--- config.mk ---
export PLATFORM = sky130hd
export DESIGN_NAME = mismatch_ref_gen_flat
export DESIGN_NICKNAME = d
export VERILOG_FILES = /design/src/rtl/mismatch_ref_gen_if.sv /design/src/rtl/mismatch_ref_gen.sv /design/src/flat_wrapper.sv
export SDC_FILE = /design/constraint.sdc
export NUM_CORES = 1
export LEC_CHECK = 0
export CAP_MARGIN = 15
export CORE_MARGIN = 5
export CORE_UTILIZATION = 37
export DETAILED_ROUTE_END_ITERATION = 7
export GPL_ROUTABILITY_DRIVEN = 1
export PLACE_DENSITY = 0.77
export SETUP_SLACK_MARGIN = 0.3
export SYNTH_ARGS = -nofsm -noshare
export SYNTH_HDL_FRONTEND = slang
export SYNTH_SLANG_ARGS = --single-unit
--- constraint.sdc ---
create_clock -name clk -period 2.08 [get_ports clk]
set_input_delay 0.312 -clock clk [delete_from_list [all_inputs] [get_ports clk]]
set_output_delay 0.312 -clock clk [all_outputs]
set_load 0.02 [all_outputs]
--- src/rtl/mismatch_ref_gen_if.sv ---
// Stream/reference bundle between the mismatch reference generator and its neighbours.
// master = stimulus/equaliser side, slave = mismatch_ref_gen.
interface mismatch_ref_gen_if;
  logic               start;
  logic signed [15:0] xr_in;
  logic signed [15:0] xi_in;
  logic signed [15:0] yr;
  logic signed [15:0] yi;
  logic               clkdv;
  logic signed [15:0] xr;
  logic signed [15:0] xi;
  logic signed [15:0] rr;
  logic signed [15:0] ri;
  logic               training;
  logic               dd_mode;

  modport master (
    output start, xr_in, xi_in, yr, yi,
    input  clkdv, xr, xi, rr, ri, training, dd_mode
  );

  modport slave (
    input  start, xr_in, xi_in, yr, yi,
    output clkdv, xr, xi, rr, ri, training, dd_mode
  );
endinterface

--- src/rtl/mismatch_ref_gen.sv ---
// Symbol-rate sampler and QPSK training/decision reference source for the mismatch equaliser.
// Optional decision-directed mode after training: define MISMATCH_REF_DD_EN.
module mismatch_ref_gen #(
  parameter logic signed [15:0] AMP       = 16'sd11585,
  parameter int                 TRAIN_LEN = 1024,
  parameter int                 DELAY     = 4
) (
  input  logic             clk,
  input  logic             rst,
  mismatch_ref_gen_if.slave bus
);

  // state   | meaning
  // S_IDLE  | sampling only, reference held at zero
  // S_TRAIN | PN training symbols through the delay line
  // S_DD    | reference from sign decisions on yr/yi
  typedef enum logic [1:0] {
    S_IDLE  = 2'd0,
    S_TRAIN = 2'd1,
    S_DD    = 2'd2
  } state_t;

  localparam logic signed [15:0] NEG_AMP = -AMP;
  localparam logic [6:0]         SEED    = 7'h7F;
  localparam int                 DLEN    = (DELAY > 0) ? DELAY : 1;
  localparam logic [15:0]        TLEN16  = 16'(TRAIN_LEN);

  function automatic logic [6:0] lfsr_step(input logic [6:0] l);
    return {l[5:0], l[6] ^ l[5]};
  endfunction

  state_t                   state_q, state_d;
  logic [2:0]               cnt_q, cnt_d;
  logic                     clkdv_q;
  logic [6:0]               lfsr_q, lfsr_d, lfsr_src;
  logic [15:0]              scnt_q, scnt_d;
  logic                     pend_q, pend_d;
  logic [DLEN-1:0][31:0]    dl_q, dl_d, dl_base;
  logic signed [15:0]       xr_q, xr_d, xi_q, xi_d;
  logic signed [15:0]       rr_q, rr_d, ri_q, ri_d;
  logic signed [15:0]       sym_re, sym_im;
  logic                     wrap, go, emit;

  assign cnt_d    = cnt_q + 3'd1;
  assign wrap     = (cnt_q == 3'd7);
  assign go       = wrap & (pend_q | bus.start);
  // A restart emits the seed symbol into a freshly cleared delay line on the same wrap.
  assign lfsr_src = go ? SEED : lfsr_q;
  assign dl_base  = go ? '0 : dl_q;
  assign sym_re   = lfsr_src[0] ? NEG_AMP : AMP;
  assign sym_im   = lfsr_src[1] ? NEG_AMP : AMP;

`ifdef MISMATCH_REF_DD_EN
  logic signed [15:0] dec_re, dec_im;
  assign dec_re = bus.yr[15] ? NEG_AMP : AMP;
  assign dec_im = bus.yi[15] ? NEG_AMP : AMP;
`else
  logic unused_dd_inputs;
  assign unused_dd_inputs = ^{bus.yr, bus.yi};
`endif

  always_comb begin
    state_d = state_q;
    lfsr_d  = lfsr_q;
    scnt_d  = scnt_q;
    pend_d  = pend_q;
    dl_d    = dl_q;
    xr_d    = xr_q;
    xi_d    = xi_q;
    rr_d    = rr_q;
    ri_d    = ri_q;
    emit    = 1'b0;

    if (bus.start) pend_d = 1'b1;

    if (wrap) begin
      xr_d = bus.xr_in;
      xi_d = bus.xi_in;
      if (go) begin
        pend_d  = 1'b0;
        state_d = S_TRAIN;
        emit    = 1'b1;
      end else begin
        case (state_q)
          S_IDLE: begin
            rr_d = '0;
            ri_d = '0;
          end
          S_TRAIN: begin
`ifdef MISMATCH_REF_DD_EN
            if (scnt_q == TLEN16) begin
              state_d = S_DD;
              rr_d    = dec_re;
              ri_d    = dec_im;
            end else begin
              emit = 1'b1;
            end
`else
            emit = 1'b1;
`endif
          end
`ifdef MISMATCH_REF_DD_EN
          S_DD: begin
            rr_d = dec_re;
            ri_d = dec_im;
          end
`endif
          default: state_d = S_IDLE;
        endcase
      end
    end

    if (emit) begin
      lfsr_d   = lfsr_step(lfsr_src);
      dl_d[0]  = {sym_re, sym_im};
      for (int i = 1; i < DLEN; i++) dl_d[i] = dl_base[i-1];
      if (DELAY == 0) begin
        rr_d = sym_re;
        ri_d = sym_im;
      end else begin
        rr_d = dl_base[DLEN-1][31:16];
        ri_d = dl_base[DLEN-1][15:0];
      end
      if (go)                    scnt_d = 16'd1;
      else if (scnt_q != TLEN16) scnt_d = scnt_q + 16'd1;
    end
  end

  always_ff @(posedge clk or posedge rst) begin
    if (rst) begin
      state_q <= S_IDLE;
      cnt_q   <= '0;
      clkdv_q <= 1'b0;
      lfsr_q  <= SEED;
      scnt_q  <= '0;
      pend_q  <= 1'b0;
      dl_q    <= '0;
      xr_q    <= '0;
      xi_q    <= '0;
      rr_q    <= '0;
      ri_q    <= '0;
    end else begin
      state_q <= state_d;
      cnt_q   <= cnt_d;
      clkdv_q <= cnt_d[2];
      lfsr_q  <= lfsr_d;
      scnt_q  <= scnt_d;
      pend_q  <= pend_d;
      dl_q    <= dl_d;
      xr_q    <= xr_d;
      xi_q    <= xi_d;
      rr_q    <= rr_d;
      ri_q    <= ri_d;
    end
  end

  assign bus.clkdv    = clkdv_q;
  assign bus.xr       = xr_q;
  assign bus.xi       = xi_q;
  assign bus.rr       = rr_q;
  assign bus.ri       = ri_q;
  assign bus.training = (state_q == S_TRAIN);
`ifdef MISMATCH_REF_DD_EN
  assign bus.dd_mode  = (state_q == S_DD);
`else
  assign bus.dd_mode  = 1'b0;
`endif

endmodule

--- src/flat_wrapper.sv ---
// flat-port wrapper written by rule: the top's interface ports become plain ports
module mismatch_ref_gen_flat 
#(
  parameter logic signed [15:0] AMP       = 16'sd11585,
  parameter int                 TRAIN_LEN = 1024,
  parameter int                 DELAY     = 4
)
  (clk, rst, bus_start, bus_xr_in, bus_xi_in, bus_yr, bus_yi, bus_clkdv, bus_xr, bus_xi, bus_rr, bus_ri, bus_training, bus_dd_mode);
  mismatch_ref_gen_if bus_i ();
  input  logic clk;
  input  logic rst;
  input wire logic [$bits(bus_i.start)-1:0] bus_start;
  input wire logic [$bits(bus_i.xr_in)-1:0] bus_xr_in;
  input wire logic [$bits(bus_i.xi_in)-1:0] bus_xi_in;
  input wire logic [$bits(bus_i.yr)-1:0] bus_yr;
  input wire logic [$bits(bus_i.yi)-1:0] bus_yi;
  output wire logic [$bits(bus_i.clkdv)-1:0] bus_clkdv;
  output wire logic [$bits(bus_i.xr)-1:0] bus_xr;
  output wire logic [$bits(bus_i.xi)-1:0] bus_xi;
  output wire logic [$bits(bus_i.rr)-1:0] bus_rr;
  output wire logic [$bits(bus_i.ri)-1:0] bus_ri;
  output wire logic [$bits(bus_i.training)-1:0] bus_training;
  output wire logic [$bits(bus_i.dd_mode)-1:0] bus_dd_mode;
  assign bus_i.start = bus_start;
  assign bus_i.xr_in = bus_xr_in;
  assign bus_i.xi_in = bus_xi_in;
  assign bus_i.yr = bus_yr;
  assign bus_i.yi = bus_yi;
  assign bus_clkdv = bus_i.clkdv;
  assign bus_xr = bus_i.xr;
  assign bus_xi = bus_i.xi;
  assign bus_rr = bus_i.rr;
  assign bus_ri = bus_i.ri;
  assign bus_training = bus_i.training;
  assign bus_dd_mode = bus_i.dd_mode;
  mismatch_ref_gen #(.AMP(AMP), .TRAIN_LEN(TRAIN_LEN), .DELAY(DELAY)) u_core (.clk(clk), .rst(rst), .bus(bus_i));
endmodule
==> results of run 1 <==
repair_timing:
item	CTS	global route
hold buffers	0	0
endpoints found under the setup margin	21	20
setup buffers	0	0
gates resized for setup	21	8
cloned	0	0
sequential cells by signal, indices dropped and copies added, names as in the netlist:
| name | flops |
|---|---|
| u_core.bus.ri | 3 |
| u_core.lfsr_q | 7 |
| u_core.dl_q | 20 |
| u_core.state_q | 1 |
| u_core.pend_q | 1 |
| u_core.bus.clkdv | 1 |
| u_core.bus.xi | 16 |
| u_core.bus.xr | 16 |
| u_core.cnt_q | 2 |
| u_core.bus.rr | 2 |
through the flow:
| step | util (%) | std cells | setup slack [ns] | area (um^2) |
|---|---|---|---|---|
| 3_3_place_gp | 50.8 | 351 | 0.324 | 3700 |
| 5_1_grt | 53.3 | 367 | 0.294 | 3890 |
| 6_report | 53.3 | 367 | 0.380 | 3890 |
| 4_1_cts | 53.0 | 367 | 0.327 | 3870 |
| 3_5_place_dp | 50.8 | 351 | 0.315 | 3700 |
| 2_1_floorplan | - | 183 | 0.495 | 2780 |
cell usage after synthesis:
cell type and count:
a22o_1 12, a22o_2 9, and4bb_4 1, buf_2 4
buf_4 29, buf_6 3, conb_1 1, dfrtp_1 62
dfstp_2 7, ha_1 2, inv_1 3, mux2_2 32
nand2b_1 1, nand4bb_1 1, nor2_1 2, o21bai_1 1
o22a_1 8, o2bb2ai_1 2, o31a_2 1, o31ai_4 1
xor2_1 1
cells in the final DEF, fill, tap and decap left out, drive strengths merged, types with 2 or more instances in the layout:
master	n
clkdlybuf4s50	72
dfrtp	62
mux2	32
dlygate4sd2	21
a22o	21
clkbuf	10
o22a	8
dlymetal6s2s	7
dfstp	7
buf	5
clkinvlp	3
clkinv	3
inv	2
o2bb2ai	2
nor2	2
ha	2
layer usage:
layer / part of all wire [%] / vias up
met1: 42 / 837
met4: 1.4 / 0
met5: 0 / -
met2: 44 / 84
met3: 13 / 11
li1: - / 787
logic make-up (layout without fill, tap and decap cells):
logic type / count (synthesis) / count (layout) / share of synthesized area [%]
DFF: 69 / 69 / 62.4
muxes: 32 / 32 / 13.0
adders and majority gates: 2 / 2 / 0.900
other: 1 / 1 / 0.135
AOI/OAI and AO/OA: 34 / 34 / 11.6
xor gates and xnor gates: 1 / 1 / 0.315
buffers and inverters: 39 / 124 / 10.2
and+or+nand+nor: 5 / 5 / 1.49
path summary, 6_finish.rpt:
path / start / end / slack [ns] / cells after the start
setup / recovery: u_core.bus.ri[13] / bus_ri[10] / 0.38 / 1
hold / removal: rst / u_core.bus.xr[10] / 0.32 / 2
max in group asynchronous: rst / u_core.lfsr_q[3] / 1.20 / 3
min in group clk: u_core.cnt_q[0] / u_core.cnt_q[0] / 0.43 / 1
hold reg to reg: u_core.cnt_q[0] / u_core.cnt_q[0] / 0.43 / 1
setup reg to reg: u_core.cnt_q[0] / u_core.bus.xi[13] / 0.45 / 4
power groups by stage:
stage               Combinational, mW  Sequential [mW]  Clock [mW]
floorplan                      0.0524             1.46           0
global route                    0.258             1.40        1.16
detailed placement              0.245             1.42           0
finish                          0.240             1.39        1.04
CTS                             0.246             1.39        1.09
global placement                0.240             1.42           0
area by class of cell:
class	count	area [um^2]	share of cell area (%)
Clock inverter	6	63.8	1.64
Sequential cell	69	1740	44.6
Clock buffer	10	128	3.28
Inverter	3	15.0	0.386
Multi-Input combinational cell	75	768	19.8
Timing Repair Buffer	105	1050	27.1
Tap cell	99	124	3.19
==> results.json, run 1 <==
{
  "nets": 332,
  "finalCritPeriodShare_pct": 81.7,
  "finalSetupViolations": 0,
  "drive_above_1_share_pct": 27.6,
  "gr-total-overflow": 0,
  "fmax_ghz": 0.588,
  "n_antenna_cell": 0,
  "crit_path_max_incr_delay_ns": 0.63,
  "grt.busiest_layer": "met2",
  "power_leakage_nw": 1.81,
  "antenna_left": 0,
  "synth_nets": 252,
  "cts-root-buf": "clkbuf_8",
  "comb_power_share_pct": 9.0,
  "grt_antenna_before_repair": 0,
  "p_int_mw": 2.07,
  "ys.warnings.count": 0,
  "start_util_pct": 38.1,
  "slowest_stage": "clkdlybuf4s50_1",
  "grt_util_met2_pct": 18.3,
  "cp-start-kind": "flip-flop",
  "slew_viol_final": 0,
  "holdWs_ns": 0.324,
  "seq_power_share_pct": 52.1,
  "worstPathArrival_ns": 1.39,
  "drc_errors": 0,
  "holdCritPathClass": "primary input to asynchronous set/reset pin",
  "use_met1_pct": 14.0,
  "postRouteWirelength_um": 5460,
  "groute.usage.overall_pct": 12.4,
  "drt_first_pass_iters": 4,
  "synth.largest_area_cell": "dfrtp_1",
  "grt_pass1_wl_um": 9260,
  "die_x_um": 96.7,
  "switching_share_pct": 22.7,
  "critPathBufInv": 1,
  "avgViaCountPerCell": 4.68,
  "rows": 31,
  "critical_path_peak_fanout": 6,
  "fin_tns_setup_ns": 0,
  "first_global_vias": 1909,
  "yosys_register_bits": 69,
  "critPathKind": "flip-flop to primary output",
  "skew_ns": 0.00971,
  "synthCells": 183,
  "finalPower_mw": 2.67,
  "peakVddDrop_uv": 493,
  "synth_area_leaders": "dfrtp_1 (56%), mux2_2 (13%), buf_4 (7.8%), dfstp_2 (6.6%), a22o_1 (3.8%)",
  "wl_per_cell_um": 14.9,
  "p_per_area_nw_per_um2": 687,
  "clkPwrFrac_pct": 38.9,
  "grt_max_degree": 29,
  "synth_cell_types": 21,
  "hold_violations": 0,
  "synth_area_um2": 2780,
  "portBuffers": 100,
  "use_met3_pct": 8.92,
  "die_h_um": 96.7,
  "gp_congestion": 0.664,
  "p_sw_uw": 607,
  "outcome": "completed",
  "cts_max_path_buffers": 2,
  "numClockSinks": 69,
  "synth.avg_cell_area_um2": 15.2,
  "path_clk_slew_ns": 0.07,
  "numCtsBuffers": 9,
  "io_pins": 134,
  "cts_tree": "built",
  "grt_setup_unrepaired": "no",
  "ys_seq_area_share_pct": 62.4,
  "dr.first_iter.drc_count": 43,
  "cts_max_level": 3,
  "crit_chain": "clkdlybuf4s50_1",
  "maxCapViolations": 0,
  "worstPathRequired_ns": 1.77,
  "end_kind": "primary output",
  "synth_top_area_share_pct": 55.8,
  "dp_hpwl_um": 3950,
  "fp.coreArea_um2": 7290,
  "syn_to_final_growth_pct": 39.9,
  "fillers": 650,
  "min_period_ns": 1.70,
  "fp.dieArea_um2": 9340,
  "vias": 1719,
  "critPathTopFamily": "buffers and inverters",
  "clkLatencyLatePin_ns": 0.34
}
(Power assumes the default switching activity.)
==> run 2: changes to the inputs <==
--- a/config.mk
+++ b/config.mk
@@ -7,10 +7,10 @@
 export LEC_CHECK = 0
 export CAP_MARGIN = 15
 export CORE_MARGIN = 5
-export CORE_UTILIZATION = 37
+export CORE_UTILIZATION = 40
 export DETAILED_ROUTE_END_ITERATION = 7
 export GPL_ROUTABILITY_DRIVEN = 1
-export PLACE_DENSITY = 0.77
+export PLACE_DENSITY = 0.79
 export SETUP_SLACK_MARGIN = 0.3
 export SYNTH_ARGS = -nofsm -noshare
 export SYNTH_HDL_FRONTEND = slang
==> constraint.sdc (replaced) <==
create_clock -name clk -period 1.6 [get_ports clk]
set_input_delay 0.24 -clock clk [delete_from_list [all_inputs] [get_ports clk]]
set_output_delay 0.24 -clock clk [all_outputs]
set_load 0.02 [all_outputs]
==> run 2 against run 1 <==
- setup slack worse by 0.23 ns
- clock power is 11% higher
- largest cell class unchanged
- clock-buffer cell count stayed put
- final cell count is 2.7% higher
==> results.json, run 2 (synthesis results as in run 1) <==
{
  "outcome": "completed",
  "n_antenna_cell": 0,
  "fp.coreArea_um2": 6790,
  "die_h_um": 93.4,
  "worstPathRequired_ns": 1.82,
  "multiInputGateArea_um2": 835,
  "io_pins": 134,
  "cts_max_path_buffers": 2,
  "nets": 347,
  "maxCapViolations": 0,
  "cts-root-buf": "clkbuf_8",
  "finalCritPeriodShare_pct": 90.5,
  "dp_hpwl_um": 3910,
  "holdCritPathClass": "primary input to asynchronous set/reset pin",
  "portBuffers": 100,
  "stdcell_area_um2": 3950,
  "p_per_area_nw_per_um2": 822,
  "rows": 30,
  "grt_max_degree": 45,
  "numClockSinks": 69,
  "regArea_um2": 1740,
  "grt_setup_unrepaired": "yes",
  "critPathKind": "flip-flop to flip-flop",
  "fin_ws_ns": 0.152,
  "hold_violations": 0,
  "dpl_cell_area_um2": 3730,
  "drive_above_1_share_pct": 46.3,
  "path_clk_slew_ns": 0.07,
  "peakVddDrop_uv": 628,
  "slowest_stage": "dfrtp_1",
  "cts_tree": "built",
  "crit_path_max_incr_delay_ns": 0.41,
  "groute.usage.overall_pct": 14.2,
  "fillers": 569,
  "avgViaCountPerCell": 4.75,
  "numCtsBuffers": 9,
  "final_common_cell": "dfrtp_1",
  "clkLatencyLatePin_ns": 0.33,
  "layout_common_cells": "dfrtp_1 (58), clkdlybuf4s50_1 (34), mux2_2 (31)",
  "wl_per_cell_um": 15.7,
  "vias": 1791,
  "fmax_ghz": 0.690,
  "gr-total-overflow": 0,
  "cts.hold.buffers_added": 0,
  "drc_errors": 0,
  "largest_reg_flops": 20,
  "worst_path_most_repeated_cell": "ha_4",
  "grt_pass1_wl_um": 9490,
  "postRouteWirelength_um": 5910,
  "power_leakage_nw": 1.76,
  "end_kind": "flip-flop",
  "regMostFlops": "u_core.dl_q",
  "drt_first_pass_iters": 4,
  "antenna_left": 0,
  "cp-start-kind": "flip-flop",
  "worstPathArrival_ns": 1.67,
  "gp_congestion": 0.676,
  "first_global_vias": 1892,
  "min_period_ns": 1.45,
  "fin_tns_setup_ns": 0,
  "syn_to_final_growth_pct": 42.1,
  "skew_ns": 0.00899,
  "slew_viol_final": 0,
  "start_util_pct": 40.9,
  "grt_antenna_before_repair": 0,
  "die_x_um": 93.4,
  "critical_path_peak_fanout": 8,
  "finalSetupViolations": 0,
  "fp.dieArea_um2": 8710,
  "cts_max_level": 3,
  "dr.first_iter.drc_count": 82,
  "crit_chain": "ha_4, ha_4, buf_4, buf_8, mux2_4",
  "dp_slack_ns": 0.0573
}
[run 2: cell types whose count changed in the layout (fill, tap and decap cells not counted), moves of 4 or more]
cell             previous run  this run
clkdlybuf4s50_1            72        34
buf_4                       3         8
buf_6                       0        16
dfrtp_1                    62        58
buf_2                       0        20
dlygate4sd2_1              21         2
clkbuf_2                    0         7
clkdlybuf4s15_1             0        25
dfrtp_2                     0         4
dlymetal6s2s_1              7         1
[run 2: area by class of cell]
type                    instances  area share, %
flip-flops and latches         69           44.1
repair buffers                118           27.4
multi-input cells              77           21.1
clock buffers                  10           3.23
well taps                      96           3.04
clock inverters                 4          0.697
inverters                       3          0.380
[run 2: through the flow]
| stage | hold WS, ns | total power [mW] | util, % | instances |
|---|---|---|---|---|
| 3_3_place_gp | 0.422 | 2.15 | 54.9 | 349 |
| 2_1_floorplan | 0.380 | 1.96 | - | 183 |
| 5_1_grt | 0.356 | 3.40 | 58.1 | 377 |
| 3_5_place_dp | 0.424 | 2.16 | 54.9 | 349 |
| 6_report | 0.337 | 3.24 | 58.1 | 377 |
| 4_1_cts | 0.333 | 3.29 | 56.5 | 372 |
[run 2: worst paths after layout]
check                                      from                 to  slack (ns)  depth (start not counted)
worst max-delay path            u_core.cnt_q[0]   u_core.bus.xi[3]        0.15                          5
worst min-delay path                        rst   u_core.bus.ri[0]        0.34                          3
worst max register to register  u_core.cnt_q[0]   u_core.bus.xi[3]        0.15                          5
worst min register to register  u_core.dl_q[16]    u_core.dl_q[16]        0.47                          1
max in group asynchronous                   rst  u_core.bus.xr[12]        0.96                          3
min in group clk                u_core.dl_q[16]    u_core.dl_q[16]        0.47                          1
[run 2: critical path: cells and delay by family (launching register included)]
kind	cells	cell delay [ns]
adder cells (fa/ha/maj)	2	0.37
buffers and inverters	2	0.27
flip-flops	1	0.41
multiplexers	1	0.29
[run 2: metal layers]
layer / up-vias / share of wire (%) / GRT usage, %
li1: 824 / - / -
met1: 898 / 40 / 16.6
met2: 65 / 50 / 23.0
met3: 4 / 8.9 / 6.19
met4: 0 / 0.78 / 5.25
met5: - / 0 / 0
[run 2: timing repair]
action | CTS | global route
gates cloned | 2 | 1
setup buffers | 7 | 4
pin swaps | 3 | 1
resized for setup | 167 | 74
endpoints found under the setup margin | 127 | 113
[run 2: power by group]
part	switching (mW)	internal (mW)	leakage, nW
sequential	0.0228	1.79	0.833
clock	0.604	0.542	0.0702
combinational	0.131	0.157	0.855
==> run 3: changes to the inputs <==
--- a/config.mk
+++ b/config.mk
@@ -7,10 +7,10 @@
 export LEC_CHECK = 0
 export CAP_MARGIN = 15
 export CORE_MARGIN = 5
-export CORE_UTILIZATION = 40
+export CORE_UTILIZATION = 44
 export DETAILED_ROUTE_END_ITERATION = 7
 export GPL_ROUTABILITY_DRIVEN = 1
-export PLACE_DENSITY = 0.79
+export PLACE_DENSITY = 0.86
 export SETUP_SLACK_MARGIN = 0.3
 export SYNTH_ARGS = -nofsm -noshare
 export SYNTH_HDL_FRONTEND = slang
==> constraint.sdc (replaced) <==
create_clock -name clk -period 1.77 [get_ports clk]
set_input_delay 0.2655 -clock clk [delete_from_list [all_inputs] [get_ports clk]]
set_output_delay 0.2655 -clock clk [all_outputs]
set_load 0.02 [all_outputs]
==> run 3 against run 2 <==
- flip-flop and latch count did not move
- design area fell by 1.3%
- wire length fell by 1.5%
- global-route usage rose by 0.63 points
- setup slack improved by 0.16 ns
- final cell count fell by 7.4%
- critical path type unchanged
- critical endpoint is now u_core.bus.xi[11]
==> results.json, run 3 (synthesis results as in run 1) <==
{
  "worstPathArrival_ns": 1.69,
  "fp.coreArea_um2": 6240,
  "final_common_cell": "dlygate4sd2_1",
  "grt_setup_unrepaired": "yes",
  "drt_first_pass_iters": 4,
  "avgViaCountPerCell": 5.02,
  "worstSetupEndpoint": "u_core.bus.xi[11]",
  "post-route-util_pct": 62.4,
  "io_pins": 134,
  "r2r_start": "u_core.cnt_q[0]",
  "nets": 336,
  "cts_max_level": 3,
  "dp_hpwl_um": 3910,
  "numCtsBuffers": 9,
  "finalCritPeriodShare_pct": 82.4,
  "crit_path_max_incr_delay_ns": 0.36,
  "fmax_ghz": 0.685,
  "postRouteWirelength_um": 5820,
  "critical_path_peak_fanout": 25,
  "wl_per_cell_um": 16.7,
  "outcome": "completed",
  "gr-total-overflow": 0,
  "drive_above_1_share_pct": 29.8,
  "grt_antenna_before_repair": 0,
  "min_period_ns": 1.46,
  "r2r_end": "u_core.bus.xi[11]",
  "regArea_um2": 1740,
  "peakVddDrop_uv": 531,
  "n_antenna_cell": 0,
  "fillers": 512,
  "p_per_area_nw_per_um2": 874,
  "critPathKind": "flip-flop to flip-flop",
  "slew_viol_final": 0,
  "slowest_stage": "mux2_2",
  "largest_reg_flops": 20,
  "numClockSinks": 69,
  "ff2ff_path_depth": 4,
  "portBuffers": 100,
  "first_global_vias": 1786,
  "start_util_pct": 44.5,
  "fin_tns_setup_ns": 0,
  "fp.dieArea_um2": 8000,
  "path_clk_slew_ns": 0.08,
  "grt_max_degree": 37,
  "r2r_setup_slack_ns": 0.31,
  "finalSetupViolations": 0,
  "worstPathRequired_ns": 2.00,
  "groute.usage.overall_pct": 14.8,
  "clkLatencyLatePin_ns": 0.34,
  "crit_chain": "ha_2, ha_4, buf_12, mux2_2",
  "end_kind": "flip-flop",
  "syn_to_final_growth_pct": 40.2,
  "cp-start-kind": "flip-flop",
  "multiInputGateArea_um2": 792,
  "antenna_left": 0,
  "power_leakage_nw": 1.82,
  "die_h_um": 89.5,
  "vias": 1752,
  "layout_common_cells": "dlygate4sd2_1 (62), dfrtp_1 (60), clkdlybuf4s50_1 (34)",
  "drc_errors": 0,
  "rows": 29,
  "die_x_um": 89.5,
  "holdWs_ns": 0.395,
  "grt_pass1_wl_um": 8780,
  "cts.hold.buffers_added": 0,
  "gp_congestion": 0.692,
  "regMostFlops": "u_core.dl_q",
  "maxCapViolations": 0,
  "dr.first_iter.drc_count": 53,
  "cts-root-buf": "clkbuf_8",
  "holdCritPathClass": "primary input to asynchronous set/reset pin",
  "cts_max_path_buffers": 2,
  "critPathLaunch": "u_core.cnt_q[0]",
  "cts_tree": "built",
  "skew_ns": 0.00890,
  "hold_violations": 0
}
## run 3: cell types whose count changed in the layout (fill, tap and decap cells not counted), moves of 3 or more
cell and change:
dlygate4sd2_1 +60, clkdlybuf4s15_1 -22, buf_2 -20, buf_6 -16
clkbuf_2 -6, buf_4 -3, bufinv_16 +3
## run 3: power by group
part | internal (mW) | switching, mW | leakage, nW
Sequential | 1.62 | 0.0201 | 0.835
Clock | 0.936 | 0.581 | 0.116
Combinational | 0.132 | 0.119 | 0.867
## run 3: per-stage QoR
step / cell area, um^2 / std cells / worst slack (ns) / power (mW)
6_report: 3900 / 349 / 0.311 / 3.40
5_1_grt: 3900 / 349 / 0.268 / 3.53
4_1_cts: 3880 / 348 / 0.304 / 3.44
3_5_place_dp: 3690 / 329 / 0.191 / 1.95
3_3_place_gp: 3690 / 329 / 0.208 / 1.94
2_1_floorplan: 2800 / 183 / 0.265 / 1.77
## run 3: routing by layer
metal	GRT usage, %	vias up	share of wire [%]	wire length (um)
met5	0	-	0	0
met4	7.44	0	2.2	127
met3	4.98	15	9.5	551
met2	24.9	70	49	2830
met1	16.8	863	40	2310
li1	-	804	-	-
## run 3: area by class of cell
cell class	count	area share, %
flip-flops and latches	69	44.6
repair buffers	108	26.1
well taps	77	2.47
clock buffers	10	3.28
clock inverters	6	2.86
multi-input cells	76	20.3
inverters	3	0.385
## run 3: what timing repair did
item / 4_1_cts / 5_1_grt
cloned: 0 / 1
setup endpoints to repair: 112 / 29
resized for setup: 72 / 2
buffers inserted: 3 / 0
## run 3: worst max-delay path, delay by kind of cell, from the launching register on
family	cells	cell delay (ns)
mux	1	0.36
buf+inv	1	0.21
flops	1	0.35
fa+ha+maj	2	0.42
## run 3: how the worst min path moves through the flow
| stage | cells after the start | to | slack [ns] |
|---|---|---|---|
| 2_1_floorplan | 1 | u_core.cnt_q[0] | 0.40 |
| 3_5_place_dp | 1 | u_core.cnt_q[0] | 0.43 |
| 6_report | 3 | u_core.bus.xr[12] | 0.39 |
| 5_1_grt | 3 | u_core.bus.xr[12] | 0.43 |
| 3_3_place_gp | 1 | u_core.cnt_q[0] | 0.42 |
| 4_1_cts | 3 | u_core.bus.xi[10] | 0.41 |
==> patch 1, RTL diff (settings of run 2) <==
`DELAY` is set to 4 in 2 places; all go to 5.
--- a/src/rtl/mismatch_ref_gen.sv
+++ b/src/rtl/mismatch_ref_gen.sv
@@ -3,7 +3,7 @@
 module mismatch_ref_gen #(
   parameter logic signed [15:0] AMP       = 16'sd11585,
   parameter int                 TRAIN_LEN = 1024,
-  parameter int                 DELAY     = 4
+  parameter int                 DELAY     = 5
 ) (
   input  logic             clk,
   input  logic             rst,
--- a/src/flat_wrapper.sv
+++ b/src/flat_wrapper.sv
@@ -3,7 +3,7 @@
 #(
   parameter logic signed [15:0] AMP       = 16'sd11585,
   parameter int                 TRAIN_LEN = 1024,
-  parameter int                 DELAY     = 4
+  parameter int                 DELAY     = 5
 )
   (clk, rst, bus_start, bus_xr_in, bus_xi_in, bus_yr, bus_yi, bus_clkdv, bus_xr, bus_xi, bus_rr, bus_ri, bus_training, bus_dd_mode);
   mismatch_ref_gen_if bus_i ();
Behaviour: no difference found for any inputs over 10 cycles, from zero or initial values and one cycle with rst high; that may be too few to reach the edited logic, so the function may still have changed.
==> patch 1 against run 2 <==
Final area rose by 4.9%. Wire length up 3.0%. Synthesized area is 6.1% higher. Sequential cell count rose by 5. Power rose by 9.8%. Setup slack worse by 0.023 ns. Non-clock buffer count increased by 7. Synthesized cell count grew 6.6%. Largest power group unchanged. Highest routed layer unchanged.
==> patch 1: results (changes against run 2) <==
stage	metric	value	unit	change
global_routing	grt_pass1_vias	2016		was 1,892
timing	finalClockSkew	0.00938	ns	was 0.00899 ns
global_routing	grt_usage	14.4	%	was 14.2%
drt	wl_met1	2490	um	was 2390 um
yosys	netlist_instances	195		was 183
final_layout	nNetsFinal	362		was 347
global_routing	grt_start_max_net_pins	75		was 45
yosys	synth.distinct_cells	22		was 21
global_routing	met3_usage	7.04	%	was 6.19%
global_routing	grt_util_met2	24.5	%	was 23.0%
drt	wire_per_inst	15.4	um	was 15.7 um
floorplan	core	0.00721	sq mm	was 0.00679 sq mm
critical_path	worstPathMaxFanout	13		was 8
final_layout	fillers	587		was 569
global_routing	grtUsageMet1	16.2	%	was 16.6%
worst_hold_path	min_path_type	in -> async		unchanged
status	status	completed		unchanged
final_layout	regMostFlops	u_core.dl_q		unchanged
drt	dr_wl_met3	480	um	was 523 um
clocking	cts-root-buf	clkbuf_8		unchanged
final_layout	drive_above_1_share	51.2	%	was 46.3%
clocking	cts.repair.resized	186		was 167
placed_design	post-dp-hpwl	3970	um	was 3910 um
yosys	yosysSeqAreaShare	63.1	%	was 62.4%
placed_design	pre_cts_ws	0.0767	ns	was 0.0573 ns
yosys	ys_top_cells_by_area	dfrtp_1 (57%), mux2_2 (12%), a22o_1 (7.7%)		was dfrtp_1 (56%), mux2_2 (13%), buf_4 (7.8%)
placed_design	placed_cell_area	0.00393	sq mm	was 0.00373 sq mm
pwr	irDropWorstVdd	0.604	mV	was 0.628 mV
timing	holdWs	0.360	ns	was 0.337 ns
yosys	synth.net_count	264		was 252
pwr	p_leak	0.00189	uW	was 0.00176 uW
drt	totalWireLength	6080	um	was 5910 um
drt	drtIter0Drc	78		was 82
pwr	p_int	2760	uW	was 2490 uW
drt	viasPerCell	4.73		was 4.75
clocking	post_cts_buffers	12		was 7
placed_design	place_congestion	0.712		was 0.676
critical_path	crit_arrival	1.70	ns	was 1.67 ns
final_layout	utilization	57.4	%	was 58.1%
-- patch 1: cell types whose count changed in the layout (fill, tap and decap cells not counted), sizes merged, moves of 5 or more --
cell,run 2,this run
buf,48,56
clkdlybuf4s15,26,3
a22o,21,26
clkbuf,17,42
dfrtp,62,67
-- patch 1: cells by family after synthesis --
logic type | after synthesis | synth area share, %
simple gates | 5 | 1.27
compound gates | 39 | 12.0
mux | 32 | 12.2
flops | 74 | 63.1
xor+xnor | 1 | 0.297
buf+inv | 41 | 10.1
other cells | 1 | 0.127
fa+ha+maj | 2 | 0.849
-- patch 1: cell type report --
class                           instances  share of cell area, %
Clock buffer                           10                   3.08
Sequential cell                        74                   45.1
Tap cell                               99                   2.99
Inverter                                3                  0.453
Timing Repair Buffer                  125                   27.4
Clock inverter                          5                   1.36
Multi-Input combinational cell         80                   19.6
-- patch 1: worst max-delay path: stages (launching register included) --
cell	delay, ns
dfrtp_1	0.38
ha_2	0.19
ha_4	0.18
and4bb_4	0.23
buf_12	0.15
a22o_1	0.23
-- patch 1: final timing paths --
path	to	slack [ns]	depth (start not counted)
max	u_core.dl_q[144]$_DFFE_PP0P_	0.13	5
min	u_core.bus.xr[4]$_DFFE_PP0P_	0.36	3
max reg2reg	u_core.dl_q[144]$_DFFE_PP0P_	0.13	5
min reg2reg	u_core.cnt_q[0]$_DFF_PP0_	0.43	1
max in group asynchronous	u_core.lfsr_q[5]$_DFFE_PP1P_	0.91	3
min in group clk	u_core.cnt_q[0]$_DFF_PP0_	0.43	1
-- patch 1: power by group through the flow --
stage               sequential [uW]  combinational, uW  clock (uW)
floorplan                      2020               69.8           0
global placement               1970                311           0
detailed placement             1970                315           0
CTS                            1940                291        1400
global route                   1940                292        1510
finish                         1940                269        1360
==> patch 2, RTL diff (config.mk and constraints of run 2) <==
Made on the original files. Encoding of `state_t`: now one-hot (3 bits for 3 states).
--- a/src/rtl/mismatch_ref_gen.sv
+++ b/src/rtl/mismatch_ref_gen.sv
@@ -14,10 +14,10 @@
   // S_IDLE  | sampling only, reference held at zero
   // S_TRAIN | PN training symbols through the delay line
   // S_DD    | reference from sign decisions on yr/yi
-  typedef enum logic [1:0] {
-    S_IDLE  = 2'd0,
-    S_TRAIN = 2'd1,
-    S_DD    = 2'd2
+  typedef enum logic [2:0] {
+    S_IDLE  = 3'b001,
+    S_TRAIN = 3'b010,
+    S_DD    = 3'b100
   } state_t;
 
   localparam logic signed [15:0] NEG_AMP = -AMP;
Behaviour: no difference found for any inputs over 10 cycles, from zero or initial values and one cycle with rst high; not proved beyond that.
==> patch 2 against run 2 <==
Sequential cell count increased by 1. Wire length increased by 12%. Synthesized cell count increased by 3.8%. Power increased by 19%. Count of clock-buffer cells in the layout increased by 2. Fmax decreased by 5.2%. Final area increased by 15%. Setup slack got worse by 0.080 ns. Synthesized area increased by 3.0%. Clock power increased by 49%.
==> patch 2: results (changes against run 2) <==
stage	metric	value	unit	change
final_layout	instances_no_fill	403		was 377
global_routing	grt_pass1_vias	2011		was 1,892
final_layout	nNonClkBuffers	137		was 118
yosys	ys_top_cells_by_area	dfrtp_1 (54%), buf_4 (8.1%), dfstp_2 (7.3%)		was dfrtp_1 (56%), mux2_2 (13%), buf_4 (7.8%)
placed_design	post-dp-hpwl	4160	um	was 3910 um
yosys	synth.distinct_cells	24		was 21
final_layout	nNonClkInverters	4		was 3
drt	viasPerCell	4.74		was 4.75
drt	wire_per_inst	16.5	um	was 15.7 um
global_routing	grtUsageMet1	19.4	%	was 16.6%
drt	wl_met2	3280	um	was 2950 um
drt	drtIter0Drc	62		was 82
status	status	completed		unchanged
final_layout	buf_share	31.7	%	was 27.4%
yosys	yosysSeqAreaShare	61.6	%	was 62.4%
global_routing	grt_start_max_net_pins	29		was 45
placed_design	dp_cells	358		was 349
final_layout	fillers	484		was 569
pwr	pwr-share-clk	44.4	%	was 35.3%
global_routing	grt_usage	15.0	%	was 14.2%
clocking	post_cts_buffers	21		was 7
final_layout	multi_input_area_share	20.9	%	was 21.1%
timing	finalClockSkew	0.00860	ns	was 0.00899 ns
critical_path	r2r_cells	6		was 5
final_layout	seq_area	0.00177	sq mm	was 0.00174 sq mm
yosys	synth.net_count	261		was 252
critical_path	reg2reg_slack	0.07	ns	was 0.15 ns
timing	holdWs	0.256	ns	was 0.337 ns
global_routing	grt_pass1_wl	10200	um	was 9490 um
final_layout	multi_input_cells	80		was 77
final_layout	clk_share	5.30	%	was 3.93%
critical_path	crit_arrival	1.76	ns	was 1.67 ns
-- patch 2: through the flow --
stage                     total power (uW)  setup WS (ns)  instance area (sq um)  utilization (%)
after floorplan                       2000         0.0934                   3000                -
after global routing                  4020        0.00342                   4530             65.9
after CTS                             3900         0.0430                   4410             64.2
after global placement                2200        0.00903                   3950             57.4
final                                 3850         0.0716                   4530             65.9
after detailed placement              2210        -0.0362                   3950             57.4
-- patch 2: critical path, delay by kind of cell, from the launching register on --
| family | cells | cell delay, ns |
|---|---|---|
| adder cells (fa/ha/maj) | 2 | 0.37 |
| buffers and inverters | 3 | 0.37 |
| flip-flops | 1 | 0.38 |
| multiplexers | 1 | 0.29 |
-- patch 2: cell families after synthesis --
kind of cell / after synthesis / synth area share (%)
flip-flops: 70 / 61.6
buffers and inverters: 40 / 10.2
AO/OA/AOI/OAI: 36 / 11.7
multiplexers: 32 / 12.6
AND/OR/NAND/NOR: 6 / 1.75
adder cells (fa/ha/maj): 4 / 1.75
other: 1 / 0.131
XOR/XNOR: 1 / 0.306
